$ cat config.mk
export PLATFORM = sky130hd
export DESIGN_NAME = ascon_round_ctrl_dom
export DESIGN_NICKNAME = d
export VERILOG_FILES = /design/src/rtl/ascon_round_ctrl_dom.sv
export SDC_FILE = /design/constraint.sdc
export NUM_CORES = 1
export LEC_CHECK = 0
export CORE_MARGIN = 2
export CORE_UTILIZATION = 50
export CTS_BUF_LIST = sky130_fd_sc_hd__clkbuf_2
export DETAILED_ROUTE_END_ITERATION = 8
export PLACE_DENSITY_LB_ADDON = 0.25
export SYNTH_ARGS = -nofsm -noshare
export SYNTH_HDL_FRONTEND = slang
export SYNTH_SLANG_ARGS = --single-unit
$ cat constraint.sdc
create_clock -name clk -period 2.9 [get_ports clk]
set_input_delay 0.29 -clock clk [delete_from_list [all_inputs] [get_ports clk]]
set_output_delay 0.29 -clock clk [all_outputs]
set_load 0.02 [all_outputs]
$ cat src/rtl/ascon_round_ctrl_dom.sv
// ---------------------------------------------------------------------------
// ascon_round_ctrl_dom
//
// Round sequencer for a DOM-protected ASCON permutation datapath. A single
// start pulse runs p^a (12 rounds from index 0), p^b for ASCON-128 (6 rounds
// from index 6), p^b for ASCON-128a (8 rounds from index 4), or a custom run
// from start_idx. Each step issues UNROLL round constants. Consecutive steps
// are spaced ROUND_LAT cycles apart so they line up with the register
// latency of the masked gadgets.
//
// Parameters
//   UNROLL     rounds per step (1..4); one constant lane per round
//   ROUND_LAT  cycles per step (>=1)
//
// Ports
//   clk         rising-edge clock
//   nRST        asynchronous reset, active low
//   start       start pulse; honoured only in IDLE or in the DONE cycle
//   abort       synchronous abort; returns to IDLE, beats start and all moves
//   mode        00 p^a, 01 p^b(6), 10 p^b(8), 11 custom start_idx
//   start_idx   first round index for mode 11 (0..11 accepted)
//   busy        high from the first step cycle through the done cycle
//   round_en    step strobe; the datapath consumes the lanes this cycle
//   lane_valid  bit k set when lane k carries a real round in this step
//   constt      lane k = constt[8k+7:8k] = {~idx_k, idx_k}, idx_k = idx+k
//   last        high with round_en on the final step
//   done        one-cycle pulse ROUND_LAT cycles after the last round_en
//   err         one-cycle pulse after a rejected custom start
// ---------------------------------------------------------------------------
module ascon_round_ctrl_dom #(
    parameter int UNROLL    = 1,
    parameter int ROUND_LAT = 1
) (
    input  logic                  clk,
    input  logic                  nRST,
    input  logic                  start,
    input  logic                  abort,
    input  logic [1:0]            mode,
    input  logic [3:0]            start_idx,
    output logic                  busy,
    output logic                  round_en,
    output logic [UNROLL-1:0]     lane_valid,
    output logic [8*UNROLL-1:0]   constt,
    output logic                  last,
    output logic                  done,
    output logic                  err
);

    // Wait counter holds at most ROUND_LAT-1.
    localparam int         CNT_W   = (ROUND_LAT > 1) ? $clog2(ROUND_LAT) : 1;
    localparam logic [4:0] IDX_MAX = 5'd11;
    localparam logic [4:0] STEP    = 5'(UNROLL);

    typedef enum logic [1:0] {
        S_IDLE = 2'd0,
        S_RUN  = 2'd1,
        S_WAIT = 2'd2,
        S_DONE = 2'd3
    } state_t;

    state_t           state_reg, state_next;
    logic [3:0]       idx_reg, idx_next;
    logic [CNT_W-1:0] cnt_reg, cnt_next;
    logic             last_pend_reg, last_pend_next;
    logic             err_reg, err_next;

    logic [3:0]       load_idx;
    logic             start_ok;
    logic [4:0]       idx_sum;
    logic             step_last;

    // First round index selected by mode; only latched on an accepted start.
    always_comb begin
        load_idx = start_idx;
        case (mode)
            2'b00:   load_idx = 4'd0;
            2'b01:   load_idx = 4'd6;
            2'b10:   load_idx = 4'd4;
            default: load_idx = start_idx;
        endcase
    end

    assign start_ok = (mode != 2'b11) || ({1'b0, start_idx} <= IDX_MAX);

    // 5-bit sum so idx+UNROLL past 15 cannot wrap back into the valid range.
    assign idx_sum   = {1'b0, idx_reg} + STEP;
    assign step_last = (idx_sum > IDX_MAX);

    always_comb begin
        state_next     = state_reg;
        idx_next       = idx_reg;
        cnt_next       = cnt_reg;
        last_pend_next = last_pend_reg;
        err_next       = 1'b0;

        if (abort) begin
            state_next     = S_IDLE;
            idx_next       = '0;
            cnt_next       = '0;
            last_pend_next = 1'b0;
        end else begin
            case (state_reg)
                S_IDLE, S_DONE: begin
                    if (start) begin
                        if (start_ok) begin
                            state_next     = S_RUN;
                            idx_next       = load_idx;
                            last_pend_next = 1'b0;
                        end else begin
                            state_next = S_IDLE;
                            err_next   = 1'b1;
                        end
                    end else begin
                        state_next = S_IDLE;
                    end
                end
                S_RUN: begin
                    // Upper index bits past the final step are never consumed.
                    idx_next = idx_sum[3:0];
                    if (ROUND_LAT == 1) begin
                        state_next = step_last ? S_DONE : S_RUN;
                    end else begin
                        state_next     = S_WAIT;
                        cnt_next       = CNT_W'(ROUND_LAT - 1);
                        last_pend_next = step_last;
                    end
                end
                S_WAIT: begin
                    if (cnt_reg == CNT_W'(1)) begin
                        cnt_next   = '0;
                        state_next = last_pend_reg ? S_DONE : S_RUN;
                    end else begin
                        cnt_next = cnt_reg - CNT_W'(1);
                    end
                end
                default: state_next = S_IDLE;
            endcase
        end
    end

    always_ff @(posedge clk or negedge nRST) begin
        if (!nRST) begin
            state_reg     <= S_IDLE;
            idx_reg       <= '0;
            cnt_reg       <= '0;
            last_pend_reg <= 1'b0;
            err_reg       <= 1'b0;
        end else begin
            state_reg     <= state_next;
            idx_reg       <= idx_next;
            cnt_reg       <= cnt_next;
            last_pend_reg <= last_pend_next;
            err_reg       <= err_next;
        end
    end

    // Outputs decode straight from registers so reset clears them at once.
    assign round_en = (state_reg == S_RUN);
    assign busy     = (state_reg != S_IDLE);
    assign done     = (state_reg == S_DONE);
    assign last     = round_en && step_last;
    assign err      = err_reg;

    // Lanes are gated by round_en so the constant nets stay at zero between
    // steps; lanes beyond round 11 are zero as well.
    generate
        for (genvar gi = 0; gi < UNROLL; gi++) begin : g_lane
            logic [4:0] lane_idx;
            assign lane_idx           = {1'b0, idx_reg} + 5'(gi);
            assign lane_valid[gi]     = round_en && (lane_idx <= IDX_MAX);
            assign constt[8*gi +: 8]  = lane_valid[gi] ? {~lane_idx[3:0], lane_idx[3:0]} : 8'h00;
        end
    endgenerate

endmodule

==> Word level (Yosys, flattened, before mapping) <==
Index checks and enable logic that the tools add are counted.
{ "classes": {"add_sub_neg": 2, "magnitude_cmp": 3, "n_eq_ne": 9, "n_mux": 24, "n_bitwise": 1, "n_reduce_logical": 14} }
{ "ops": {"columns": ["op", "n"], "rows": [
  ["two-way mux 1 bit", 12],
  ["two-way mux 4 bit", 3],
  ["case mux 4 bit (3 select lines)", 1],
  ["two-way mux 2 bit", 5],
  ["nonzero test 2 bit", 5],
  ["inequality test 3 bit (second input constant)", 3],
  ["<= comparator 4 bit (second input constant)", 2],
  ["two-way mux 8 bit", 1],
  ["case mux 4 bit (2 select lines)", 1],
  ["== test 2 bit (second input constant)", 3],
  ["case mux 2 bit (3 select lines)", 1],
  ["AND reduction 3 bit", 2],
  ["adder 4 x 1 -> 5 bit (second input constant)", 1],
  ["greater-than comparator 5 x 4 -> 1 bit (second input constant)", 1],
  ["== test 2 x 1 -> 1 bit (second input constant)", 2],
  ["logical NOT 2 bit", 2],
  ["inverter 4 bit", 1],
  ["nonzero test 3 bit", 1],
  ["logical AND 1 bit", 2],
  ["inequality test 2 bit (second input constant)", 1],
  ["OR reduction 2 bit", 1],
  ["logical OR 1 bit", 1],
  ["subtractor 1 bit (second input constant)", 1]
]} }
{ "word_totals": {"register_bits": 9, "in_bits": 10, "output_inout_bits": 14} }

==> Depth between registers and ports, before layout <==
{ "logic_depth": {"word_depth": 6, "depth_mapped": 7, "ltp_nobuf": 6} }

==> Worst setup path before layout <==
OpenSTA, ideal clock, no wires.
{ "synth_timing": {"path_kind": "register -> output", "startpoint": "register state_reg[1]", "endpoint": "output port constt[0]", "arrival_time_ps": 1548, "required_time_ps": 2610, "path_slack_ps": 1062, "path_stages_with_launch": 7, "path_buffers": 2, "cell_sequence": "dfrtp_1 inv_1 ha_1 buf_2 buf_2 nand2_1 nor2_1"} }
{ "synth_between": {"elab_chain_cells": 3} }
{ "synth_rtl": {"columns": ["item", "line_no", "source"], "rows": [
  ["start: declaration", "61", "state_t state_reg, state_next;"],
  ["start signal: assignment", "149", "state_reg <= state_next;"],
  ["== test 2 x 1 -> 1 bit", "158", "assign round_en = (state_reg == S_RUN);"],
  ["named net round_en", "41", "output logic round_en,"],
  ["logical AND 1 bit", "170", "assign lane_valid[gi] = round_en && (lane_idx <= IDX_MAX);"],
  ["two-way mux 8 bit", "171", "assign constt[8*gi +: 8] = lane_valid[gi] ? {~lane_idx[3:0], lane_idx[3:0]} : 8'h00;"],
  ["end: declaration", "43", "output logic [8*UNROLL-1:0] constt,"]
]} }
The timed path passes the listed nets, and every way through them passes these cells.

==> Final worst setup path <==
{ "layout_timing": {"startpoint": "register idx_reg[0]", "endpoint": "output port last"} }
{ "layout_between": {"elab_chain_cells": 3} }
{ "layout_rtl": {"columns": ["item", "line_no", "source"], "rows": [
  ["start: declaration", "62", "logic [3:0] idx_reg, idx_next;"],
  ["start signal: assignment", "150", "idx_reg <= idx_next;"],
  ["adder 4 x 1 -> 5 bit", "86", "assign idx_sum = {1'b0, idx_reg} + STEP;"],
  ["greater-than comparator 5 x 4 -> 1 bit", "87", "assign step_last = (idx_sum > IDX_MAX);"],
  ["logical AND 1 bit", "161", "assign last = round_en && step_last;"],
  ["end: declaration", "44", "output logic last,"]
]} }
Every way passes these cells.

==> summary.md <==
| Metric | Value |
|---|---|
| Worst Hold Class | in -> async |
| Leak | 0.000458 uW |
| Worst-Skew Late Latency | 240 ps |
| Starting Density | 0.553 |
| Via/cell ratio | 5.70 |
| Synth Instances | 86 |
| Clock share of power | 0.225 |
| Achievable frequency | 392 MHz |
| Final net count | 129 |
| Setup Fix Bufs, Post-CTS | 0 |
| Post-synthesis async set-or-reset flop share | 1.00 |
| Final GP Congestion | 0.855 |
| Synth area leaders | dfrtp_1, ha_1, a21oi_1 |
| # hold bufs at CTS | 0 |
| Largest net degree at the start of global routing | 13 |
| Antenna-violating nets left | 0 |
| Final Max Tran Viols | 0 |
| Via count | 701 |
| CP Capture Type | primary output |
| IO buf count | 23 |
| Drt initial violations | 16 |
| Layout Skew | 9.16 ps |
| Synth top area share | 0.271 |
| Synthesis-to-layout area growth | 32.7% |
| Drt drc | 0 |
| Crit path kind | reg -> out |
| Comb pwr share | 0.365 |
| Max FFs per register | 4 |
| Pwr dens | 317 nW/um^2 |
| Yosys warns | 0 |
| Worst Tran Pin Value | 422 ps |
| Final setup TNS | 0 ps |
| TritonCTS clock tree | done |
| Synth Cell Area | 738 sq um |
| DIE AREA | 1800 sq um |
| Synth cell types | 31 |
| Yosys reg bits | 8 |
| Sum of net half-perimeters after detailed placement | 1370 microns |
| Rel. slew slack | 0.718 |
| Area leader, netlist | dfrtp_1 |
| Final Hold Viols | 0 |
| Pint | 201 uW |
| Syn nets | 105 |
| Die height | 42.4 microns |
| Clock-pin slew on the worst setup and hold paths | 90 ps |
| Pre-antenna DRT Iters | 4 |
| Final WL | 1740 microns |
| Initial antenna violation count | 0 |
| Unrepaired setup endpoints after global routing | false |
| Routed WL per cell | 14.1 microns |
| Die Wd | 42.4 microns |
| Layout cells sized above 1 | 0.0833 |
| Total GRT Usage | 0.219 |
| Hold WS | 324 ps |
| First-pass GRT wire length | 2980 microns |
| VDD IR-drop max | 0.000280 V |
| Syn avg cell area | 8.58 sq um |
| Cts bufs inserted | 3 |
| Diodes inserted | 0 |
| Setup Viol. Count Final | 0 |
| Clock Sink Count | 8 |
| Required time worst endpoint | 2610 ps |
| Top fanout value on the critical path | 7 |
| Critical path data arrival time | 2260 ps |
| Final min period | 2550 ps |
| Sequential fraction of the synthesis area | 0.271 |
| Grt ovf | 0 |
| Total I/O pin count | 24 |
| Max_cap viols | 0 |
| Switch share | 0.355 |
| Top FF cell, synth | dfrtp_1 |
| Core ar. | 1330 sq um |
| Clk root buf | clkbuf_2 |
| CP Launch Type | flip-flop |
| CTS-repair resized insts | 0 |
| Status | complete, no violations |
| H-tree Lvls | 1 |
| Vias in the first global route | 674 |
| Sequential share of power | 0.410 |
| Crit share post-route | 0.880 |
| Post-synth EDFFs | 0 |
| Switching power | 110 uW |
| Longest Clk Path Bufs | 2 |
| Num rows | 13 |
per-stage QoR:
stage,cells,instance area (sq um),worst slack [ps],total power [uW],utilization
finish,123,980,347,311,0.735
global route,123,980,181,331,0.735
CTS,123,980,338,312,0.735
detailed placement,120,965,617,243,0.723
global placement,120,965,686,239,0.723
floorplan,86,738,1060,196,-
logic make-up after synthesis:
family / Yosys count / share of synthesized area
xor gates and xnor gates: 1 / 0.0119
muxes: 4 / 0.0559
buffers and inverters: 12 / 0.0763
DFF: 8 / 0.271
adders and majority gates: 9 / 0.153
AOI/OAI and AO/OA: 22 / 0.195
and+or+nand+nor: 30 / 0.237
cell usage after synthesis (3+ instances only):
cell type	instances
and3_1	4
inv_1	7
a21oi_1	9
mux2i_1	3
nor2_1	6
buf_2	3
nand2b_1	4
nand2_1	4
nor2b_1	3
o21ai_1	3
dfrtp_1	8
ha_1	9
routing by layer:
layer	track usage	share of wire	up-vias
li1	-	-	347
met1	0.247	0.40	322
met2	0.397	0.53	28
met3	0.0388	0.049	4
met4	0.0938	0.020	0
met5	0	0	-
worst max-delay path: stages, from the launching register on:
cell and delay, ps:
dfrtp_1 500, inv_1 120, ha_1 310, nor3_1 50
o211a_1 220, a211oi_2 230, nor2b_1 70, clkdlybuf4s50_1 530
cells in the final DEF, fill, tap and decap left out, types with 2 or more instances in the layout:
cell type,n
a21oi_1,9
and3_1,4
clkbuf_2,3
clkdlybuf4s50_1,23
dfrtp_1,8
ha_1,9
inv_1,7
mux2i_1,3
nand2_1,4
nand2b_1,4
nand3_2,2
nor2_1,6
nor2b_1,3
nor3_1,2
o211a_1,2
o21ai_1,3
final timing paths:
check	startpoint	endpoint	slack (ps)	depth (start not counted)
max in group asynchronous	nRST	idx_reg[3]	2290	1
worst max register to register	state_reg[1]	idx_reg[3]	1030	6
worst min register to register	cnt_reg	cnt_reg	540	2
worst min-delay path	nRST	state_reg[1]	320	1
min in group clk	cnt_reg	cnt_reg	540	2
worst max-delay path	idx_reg[0]	last	350	7
power by group through the flow:
| stage | clock (uW) | sequential (uW) | combinational [uW] |
|---|---|---|---|
| 2_1_floorplan | 0 | 124 | 71.4 |
| 3_3_place_gp | 0 | 129 | 111 |
| 3_5_place_dp | 0 | 130 | 113 |
| 4_1_cts | 71.0 | 128 | 114 |
| 5_1_grt | 77.3 | 129 | 125 |
| 6_report | 69.9 | 128 | 114 |
layout make-up:
class / count / area [sq um]
fill: 122 / 354
clock buffer: 3 / 15.0
tap: 15 / 18.8
timing repair buffer: 24 / 238
inverter: 7 / 26.3
sequential: 8 / 200
multi-input combinational: 66 / 482
No activity file was read; power rests on OpenSTA's default activity.
